<file path="src/rtl/prog_seq_pkg.sv">
// rtl/prog_seq_pkg.sv - shared types for the program sequencer
// Contents: br_op_t branch-op encodings from the control decoder,
//           seq_state_t sequencer FSM states.
package prog_seq_pkg;

    typedef enum logic [2:0] {
        BR_NONE = 3'd0,
        BR_JMP  = 3'd1,
        BR_BRC  = 3'd2,
        BR_CALL = 3'd3,
        BR_RET  = 3'd4,
        BR_HALT = 3'd5
    } br_op_t;

    typedef enum logic [1:0] {
        ST_IDLE = 2'd0,
        ST_RUN  = 2'd1,
        ST_DONE = 2'd2
    } seq_state_t;

endpackage

</file>
<file path="src/rtl/ret_stack.sv">
// rtl/ret_stack.sv - return-address stack, depth S, D-bit entries
// Ports: clk, rst_n (async active-low), clear/push/pop controls,
//        push_data in, top/full/empty out.
// clear wins over push, push wins over pop; push when full and pop when
// empty are ignored (the caller turns them into faults).
module ret_stack #(
    parameter int S = 4,
    parameter int D = 12
) (
    input  logic         clk,
    input  logic         rst_n,
    input  logic         clear,
    input  logic         push,
    input  logic         pop,
    input  logic [D-1:0] push_data,
    output logic [D-1:0] top,
    output logic         full,
    output logic         empty
);

    localparam int CW = $clog2(S + 1);
    localparam int AW = (S > 1) ? $clog2(S) : 1;

    logic [D-1:0]  mem_q [S];
    logic [CW-1:0] cnt_q;

    assign full  = (cnt_q == CW'(S));
    assign empty = (cnt_q == '0);
    assign top   = mem_q[AW'(cnt_q - 1'b1)];

    always_ff @(posedge clk or negedge rst_n) begin
        if (!rst_n) begin
            cnt_q <= '0;
        end else if (clear) begin
            cnt_q <= '0;
        end else if (push && !full) begin
            cnt_q <= cnt_q + 1'b1;
        end else if (pop && !empty) begin
            cnt_q <= cnt_q - 1'b1;
        end
    end

    // Entry storage needs no reset: only slots below cnt_q are ever read.
    always_ff @(posedge clk) begin
        if (!clear && push && !full) begin
            mem_q[cnt_q[AW-1:0]] <= push_data;
        end
    end

endmodule

</file>
<file path="src/rtl/prog_seq.sv">
// rtl/prog_seq.sv - program sequencer: PC, branch target LUT, req/done handshake
// Optional feature macro: PROG_SEQ_RAS_EN (builds the return stack; without it
// CALL acts as JMP and RET faults).
// Ports: clk, reset (async active-low), req, stall, br_op, lut_idx, cnd,
//        lut_we/lut_waddr/lut_wdata (LUT write port),
//        prog_ctr, busy, done, fault (all registered).
module prog_seq
    import prog_seq_pkg::*;
#(
    parameter int D       = 12,
    parameter int L       = 4,
    parameter int S       = 4,
    parameter int DONE_PC = 128
) (
    input  logic         clk,
    input  logic         reset,
    input  logic         req,
    input  logic         stall,
    input  logic [2:0]   br_op,
    input  logic [L-1:0] lut_idx,
    input  logic         cnd,
    input  logic         lut_we,
    input  logic [L-1:0] lut_waddr,
    input  logic [D-1:0] lut_wdata,
    output logic [D-1:0] prog_ctr,
    output logic         busy,
    output logic         done,
    output logic         fault
);

    // A DONE_PC outside the PC range can never match, so the compare is
    // disabled outright rather than matching a truncated value.
    localparam bit           DONE_EN   = (DONE_PC < (2 ** D));
    localparam logic [D-1:0] DONE_PC_D = D'(DONE_PC);

    seq_state_t   state_q;
    logic [D-1:0] pc_q;
    logic         busy_q, done_q, fault_q;
    logic [D-1:0] lut_q [2 ** L];

    logic [D-1:0] pc_inc;
    logic [D-1:0] lut_rd;
    logic         is_done_pc;
    logic         advance;

    assign pc_inc     = pc_q + D'(1);
    assign lut_rd     = lut_q[lut_idx];
    assign is_done_pc = DONE_EN && (pc_q == DONE_PC_D);
    // A RUN edge that executes br_op rather than aborting, stalling or ending.
    assign advance    = (state_q == ST_RUN) && req && !stall &&
                        (br_op != BR_HALT) && !is_done_pc;

`ifdef PROG_SEQ_RAS_EN
    logic [D-1:0] stk_top;
    logic         stk_full, stk_empty;
    logic         stk_push, stk_pop, stk_clear;

    assign stk_push  = advance && (br_op == BR_CALL) && !stk_full;
    assign stk_pop   = advance && (br_op == BR_RET) && !stk_empty;
    // Stack is only meaningful inside one RUN; any exit empties it.
    assign stk_clear = (state_q != ST_RUN) || !req;

    ret_stack #(.S(S), .D(D)) u_ret_stack (
        .clk       (clk),
        .rst_n     (reset),
        .clear     (stk_clear),
        .push      (stk_push),
        .pop       (stk_pop),
        .push_data (pc_inc),
        .top       (stk_top),
        .full      (stk_full),
        .empty     (stk_empty)
    );
`endif

    // Writes land at the edge, so a same-cycle read sees the old entry.
    always_ff @(posedge clk or negedge reset) begin
        if (!reset) begin
            for (int i = 0; i < 2 ** L; i++) lut_q[i] <= '0;
        end else if (lut_we) begin
            lut_q[lut_waddr] <= lut_wdata;
        end
    end

    always_ff @(posedge clk or negedge reset) begin
        if (!reset) begin
            state_q <= ST_IDLE;
            pc_q    <= '0;
            busy_q  <= 1'b0;
            done_q  <= 1'b0;
            fault_q <= 1'b0;
        end else begin
            case (state_q)
                ST_IDLE: begin
                    pc_q    <= '0;
                    done_q  <= 1'b0;
                    fault_q <= 1'b0;
                    if (req) begin
                        state_q <= ST_RUN;
                        busy_q  <= 1'b1;
                    end
                end
                ST_RUN: begin
                    if (!req) begin
                        state_q <= ST_IDLE;
                        pc_q    <= '0;
                        busy_q  <= 1'b0;
                    end else if (stall) begin
                        pc_q <= pc_q;
                    end else if (!advance) begin
                        state_q <= ST_DONE;
                        busy_q  <= 1'b0;
                        done_q  <= 1'b1;
                    end else begin
                        case (br_op)
                            BR_JMP:  pc_q <= lut_rd;
                            BR_BRC:  pc_q <= cnd ? lut_rd : pc_inc;
`ifdef PROG_SEQ_RAS_EN
                            BR_CALL: begin
                                if (stk_full) begin
                                    state_q <= ST_DONE;
                                    busy_q  <= 1'b0;
                                    done_q  <= 1'b1;
                                    fault_q <= 1'b1;
                                end else begin
                                    pc_q <= lut_rd;
                                end
                            end
                            BR_RET: begin
                                if (stk_empty) begin
                                    state_q <= ST_DONE;
                                    busy_q  <= 1'b0;
                                    done_q  <= 1'b1;
                                    fault_q <= 1'b1;
                                end else begin
                                    pc_q <= stk_top;
                                end
                            end
`else
                            BR_CALL: pc_q <= lut_rd;
                            BR_RET: begin
                                state_q <= ST_DONE;
                                busy_q  <= 1'b0;
                                done_q  <= 1'b1;
                                fault_q <= 1'b1;
                            end
`endif
                            default: pc_q <= pc_inc;
                        endcase
                    end
                end
                ST_DONE: begin
                    if (!req) begin
                        state_q <= ST_IDLE;
                        pc_q    <= '0;
                        done_q  <= 1'b0;
                        fault_q <= 1'b0;
                    end
                end
                default: begin
                    state_q <= ST_IDLE;
                    pc_q    <= '0;
                    busy_q  <= 1'b0;
                    done_q  <= 1'b0;
                    fault_q <= 1'b0;
                end
            endcase
        end
    end

    assign prog_ctr = pc_q;
    assign busy     = busy_q;
    assign done     = done_q;
    assign fault    = fault_q;

endmodule

</file>
<file path="config.mk">
export PLATFORM = sky130hd
export DESIGN_NAME = prog_seq
export DESIGN_NICKNAME = d
export VERILOG_FILES = /design/src/rtl/prog_seq_pkg.sv /design/src/rtl/ret_stack.sv /design/src/rtl/prog_seq.sv
export SDC_FILE = /design/constraint.sdc
export NUM_CORES = 1
export LEC_CHECK = 0
export CAP_MARGIN = 20
export CORE_ASPECT_RATIO = 2
export CORE_MARGIN = 4
export CORE_UTILIZATION = 40
export CTS_BUF_LIST = sky130_fd_sc_hd__clkbuf_8
export DETAILED_ROUTE_END_ITERATION = 16
export MAX_ROUTING_LAYER = met4
export PLACE_DENSITY = 0.65
export SYNTH_ARGS = -nofsm -noshare
export SYNTH_HDL_FRONTEND = slang
export SYNTH_SLANG_ARGS = --single-unit
</file>
<file path="constraint.sdc">
create_clock -name clk -period 2.5 [get_ports clk]
set_input_delay 0.5 -clock clk [delete_from_list [all_inputs] [get_ports clk]]
set_output_delay 0.5 -clock clk [all_outputs]
set_load 0.005 [all_outputs]
</file>
## Yosys cells after proc, flatten, opt, wreduce, memory -nomap -nowiden

Index checks and enable logic that the tools add are counted.

- Register bits after elaboration: 209
- Input bits: 29
- Output and inout bits: 15
- Word-level logic and storage cells: 97

- Add/sub/neg operators: 1
- Magnitude comparators: 3
- Equal/unequal tests: 19
- Multiplexer cells: 36
- Bitwise logic cells: 3
- Reduce and logical (&&, ||, !) cells: 14

Operators by type and width:

| cell | number |
|---|---|
| bitwise mux 192 bit | 1 |
| 2-to-1 mux 12 bit | 8 |
| binary-select mux 12 bit (select 4 bit) | 1 |
| demux 12 bit (select 4 bit) | 1 |
| case mux 12 bit (3 select lines) | 1 |
| case mux 12 bit (2 select lines) | 1 |
| AND reduction 4 bit | 4 |
| 2-to-1 mux 1 bit | 13 |
| adder 12 x 1 -> 12 bit (second input constant) | 1 |
| == test 12 x 8 -> 1 bit (second input constant) | 1 |
| 2-to-1 mux 2 bit | 6 |
| inequality test 3 bit (second input constant) | 4 |
| greater-or-equal comparator 5 bit (second input constant) | 2 |
| inequality test 2 bit (second input constant) | 5 |
| inverter 4 -> 5 bit | 2 |
| == test 3 x 2 -> 1 bit (second input constant) | 2 |
| case mux 2 bit (3 select lines) | 1 |
| logical AND 1 bit | 5 |
| < comparator 5 x 1 -> 1 bit (second input constant) | 1 |
| AND reduction 5 bit | 1 |
| inequality test 4 x 3 -> 1 bit (second input constant) | 1 |
| case mux 1 bit (2 select lines) | 2 |
| == test 3 x 1 -> 1 bit (second input constant) | 1 |
| == test 3 bit (second input constant) | 1 |
| 9 further kinds | 10 |

## Logic depth before layout (Yosys ltp)

- Depth in word-level cells: 10
- Mapped depth: 9
- Gate-level depth less buffers: 7

## Least setup slack after synthesis

OpenSTA, ideal clock, no wires.

- Path kind: input to register
- Start: in lut_idx[1]
- End: reg pc_q[0], in the netlist prog_ctr[0]
- Library setup time: 0.126 ns
- Arrival time: 1.853 ns
- Data required time: 2.374 ns
- Path slack: 0.521 ns
- Cell stages on the path: 7
- Path buffers: 3
- Path through: buf_2 > buf_6 > buf_2 > mux4_2 > a22oi_1 > nand2_1 > a221o_1

- Longest elaborated chain between the ends: 10

Ends and longest elaborated chain:

| item | RTL line | RTL |
|---|---|---|
| from (decl) | prog_seq.sv:20 | `input logic [L-1:0] lut_idx,` |
| inverter 4 -> 5 bit (not written as such) * | prog_seq.sv:47 | `assign lut_rd = lut_q[lut_idx];` |
| binary-select mux 12 bit (select 4 bit) * | prog_seq.sv:47 |  |
| 2-to-1 mux 12 bit (not written as such) * (2 in a row) | prog_seq.sv:47 |  |
| 2-to-1 mux 12 bit | prog_seq.sv:117 | `BR_BRC: pc_q <= cnd ? lut_rd : pc_inc;` |
| case mux 12 bit (3 select lines) * | prog_seq.sv:115 | `case (br_op)` |
| 2-to-1 mux 12 bit * | prog_seq.sv:110 | `end else if (!advance) begin` |
| 2-to-1 mux 12 bit * | prog_seq.sv:108 | `end else if (stall) begin` |
| 2-to-1 mux 12 bit * | prog_seq.sv:104 | `if (!req) begin` |
| case mux 12 bit (2 select lines) * | prog_seq.sv:93 | `case (state_q)` |
| to (signal assigned) | prog_seq.sv:109 | `pc_q <= pc_q;` |
| to (signal assigned) | prog_seq.sv:116 | `BR_JMP: pc_q <= lut_rd;` |
| to (signal assigned) | prog_seq.sv:117 |  |
| to (decl) | prog_seq.sv:37 | `logic [D-1:0] pc_q;` |

Mark *: on every way between the ends. The rest lies on a longest branch, timed or not. The select of a mux whose other input is x is not followed.
A chain may end at the register's enable or synchronous reset.

## Worst setup path after layout

- Start: reg pc_q[4], in the netlist prog_ctr[4]
- End: reg pc_q[10], in the netlist prog_ctr[10]

- Longest elaborated chain between the ends: 7
- Elaborated cells on any way between the ends: 12
- Those cells by class: 1 x add/sub; 2 x eq/ne; 6 x mux; 3 x reduce/logical

Ends and longest elaborated chain:

| item | RTL line | RTL |
|---|---|---|
| adder 12 x 1 -> 12 bit | prog_seq.sv:46 | `assign pc_inc = pc_q + D'(1);` |
| 2-to-1 mux 12 bit | prog_seq.sv:117 |  |
| case mux 12 bit (3 select lines) | prog_seq.sv:115 |  |
| 2-to-1 mux 12 bit | prog_seq.sv:110 |  |
| 2-to-1 mux 12 bit | prog_seq.sv:108 |  |
| 2-to-1 mux 12 bit | prog_seq.sv:104 |  |
| case mux 12 bit (2 select lines) | prog_seq.sv:93 |  |

Parallel ways exist; a longest one is shown, timed or not. The select of a mux whose other input is x is not followed.

==> results.cfg <==
[run_status]
status = finished, final reports clean

[global_routing]
grt_overflow = 0
track_usage_pct = 18.7
busiest_layer = met2
use_met2_pct = 34.0
antenna_found_initial = 1
met3_usage_pct = 1.73
grt_pass1_vias = 6876
grt_max_degree = 76
grt_pass1_wl_um = 38800
grt_util_met1_pct = 20.7

[route]
vias = 6077
drc = 0
ant_nets = 0
wl_per_cell_um = 23.1
wl_um = 24300
drt_iter0_drc = 353
post_drt_via_cell_ratio = 5.78
drtPass1Iterations = 4

[floorplan]
fp.dieW_um = 119
fp.dieH_um = 229
io_pins = 44
dieArea_sq_um = 27200
rows = 80
core_sq_um = 24000
start_util_pct = 40.8

[worst_setup_path]
crit_type = flop to flop
path_cells = nor4b_1, and3_1, or2_1, a21oi_1, a221o_1
cp.buffers_inverters = 0
cp_max_fo = 10
cp.required_ns = 2.95
cp.arrival_ns = 2.65
path_delay_family = simple AND/OR/NAND/NOR gates
cp-start-kind = flop
critical-path-slowest-cell = dfrtp_1
critPathMaxStageDelay_ns = 0.49
endpoint_kind = flop

[yosys]
netlist.area_leader.share_pct = 53.3
synth.net_count = 709
yosys_warnings = 0
synth-edff-count = 0
yosysTopAreaCell = dfrtp_1
ys_seq_area_share_pct = 53.3
syn_area_per_cell_sq_um = 14.5
ys_ff_latch = 209
syn_area_sq_um = 9810
synth_cell_types = 51
synth_area_leaders = dfrtp_1 53%, mux2_2 21%, mux4_2 11%
ys.flop_type = dfrtp_1
synthCells = 678
async_flop_share_pct = 100

[placed_design]
place.port_buffers = 43
gp_congestion = 0.841
place_hpwl_um = 16700
place_ws_ns = 0.123
place_area_sq_um = 10900

[sta]
hold_viol = 0
skew_ns = 0.0218
relSlewSlack_pct = 58.4
period_needed_ns = 2.20
fin_tns_setup_ns = 0
finalWorstSetupSlack_ns = 0.298
tightest_slew_ns = 0.624
slew_viol_final = 0
holdWs_ns = 0.495
rsz0062_at_grt = no
period_share_pct = 88.1
setup_viol = 0
timing.fmax_mhz = 454

[power_and_ir_drop]
p_clk_share_pct = 30.9
p_comb_share_pct = 18.4
p_leak_nw = 4.85
intPower_w = 0.00663
switching_share_pct = 25.3
p_seq_share_pct = 50.7
power_switching_w = 0.00225
max-vdd-ir-drop_v = 0.000275
cellPowerDensity_nw_per_um2 = 772

[cts]
cts_setup_buffers = 0
numCtsBuffers = 29
cts_tree = done
cts-root-buf = clkbuf_8
cts.sinks = 209
clk_pin_slew_ns = 0.07
clock_latency_ns = 0.57
htreeDepth = 1
cts_max_path_buffers = 3

[finish]
nets = 774
design_area_sq_um = 11500
drive_above_1_share_pct = 42.0
syn_to_final_growth_pct = 17.2
post-route-util_pct = 47.9

[job]
maxCapViolations = 0

[worst_hold_path]
min_path_type = flop to flop
## worst register-to-register path, delay by kind of cell (launching register included)
family	cells	cell delay [ns]
compound gates	2	0.38
flops	1	0.49
simple gates	3	1.21
## logic make-up (layout without fill, tap and decap cells)
family	Yosys count	count (layout)	synth area share, %
multiplexers	253	253	34.2
flip-flops	209	209	53.3
AND/OR/NAND/NOR	96	96	5.18
AO/OA/AOI/OAI	62	62	4.35
buffers and inverters	56	142	2.73
adder cells (fa/ha/maj)	2	2	0.255
other	0	1	0
## cell usage after synthesis, types with 2 or more instances
master	n
nand3_1	6
buf_6	4
nor3b_1	2
nand3b_1	4
nand2b_1	7
mux2_1	9
nand4_1	2
clkbuf_1	26
nor2_1	20
a22oi_1	12
a221o_1	3
a31oi_1	3
o2bb2ai_1	2
o21bai_1	2
a21oi_1	16
mux2i_1	11
nand2_1	22
and3_1	3
nor3_1	6
nor4_1	4
inv_1	7
nor2b_1	8
buf_4	3
mux4_2	46
dfrtp_1	209
mux2_2	187
or3_1	3
o21ai_0	6
buf_2	13
o211ai_1	7
buf_1	3
or2_1	2
ha_1	2
## layout by cell type, fill, tap and decap left out, drive strengths merged, types with 7 or more instances in the layout
| master | synthesis | routed |
|---|---|---|
| a21oi | 16 | 16 |
| a22oi | 12 | 12 |
| buf | 23 | 41 |
| clkbuf | 26 | 40 |
| clkdlybuf4s50 | 0 | 40 |
| dfrtp | 209 | 209 |
| inv | 7 | 17 |
| mux2 | 196 | 196 |
| mux2i | 11 | 11 |
| mux4 | 46 | 46 |
| nand2 | 22 | 22 |
| nand2b | 7 | 7 |
| nor2 | 20 | 20 |
| nor2b | 8 | 8 |
| nor3 | 7 | 7 |
| o211ai | 7 | 7 |
| o21ai | 7 | 7 |
## flip-flops by register name, indices dropped and copies added (netlist names)
register and flops:
lut_q 192, fault 1, prog_ctr 12, state_q 2, busy 1, done 1
## worst paths after layout
kind | start | endpoint | slack (ns) | cells after the start
worst max-delay path | prog_ctr[4] | prog_ctr[10] | 0.30 | 5
worst min-delay path | lut_q[161] | lut_q[161] | 0.50 | 1
worst max register to register | prog_ctr[4] | prog_ctr[10] | 0.30 | 5
worst min register to register | lut_q[161] | lut_q[161] | 0.50 | 1
max in group asynchronous | reset | lut_q[57] | 1.23 | 3
min in group asynchronous | reset | lut_q[71] | 0.51 | 2
## metrics by stage
| step | cells | total power, W |
|---|---|---|
| global placement | 998 | 0.00608 |
| detailed placement | 998 | 0.00622 |
| floorplan | 678 | 0.00563 |
| global route | 1052 | 0.00933 |
| CTS | 1051 | 0.00898 |
| finish | 1052 | 0.00888 |
## power by group through the flow
stage	combinational, W	sequential, W	clock, W
final	0.00164	0.00450	0.00274
after CTS	0.00166	0.00450	0.00282
after global routing	0.00178	0.00458	0.00296
after floorplan	0.00123	0.00441	0
after global placement	0.00158	0.00449	0
after detailed placement	0.00165	0.00456	0
## routing by layer
layer / wire length, um / up-vias
met5: 0 / -
met1: 9160 / 3201
met4: 998 / 0
li1: - / 2651
met2: 13400 / 161
met3: 735 / 64
## final cells by class
class / instances / area [sq um]
inverters: 7 / 26.3
fillers: 2096 / 12500
well taps: 287 / 359
clock inverters: 13 / 80.1
repair buffers: 83 / 952
clock buffers: 39 / 537
multi-input cells: 413 / 4310
diodes: 1 / 2.50
flip-flops and latches: 209 / 5230
## what timing repair did
action                                  CTS  global route
hold endpoints to repair                 71             0
hold buffers                              1             0
gates resized for setup                   0             0
endpoints found under the setup margin    0             0
Note: power is estimated with default switching activity, not from simulation.
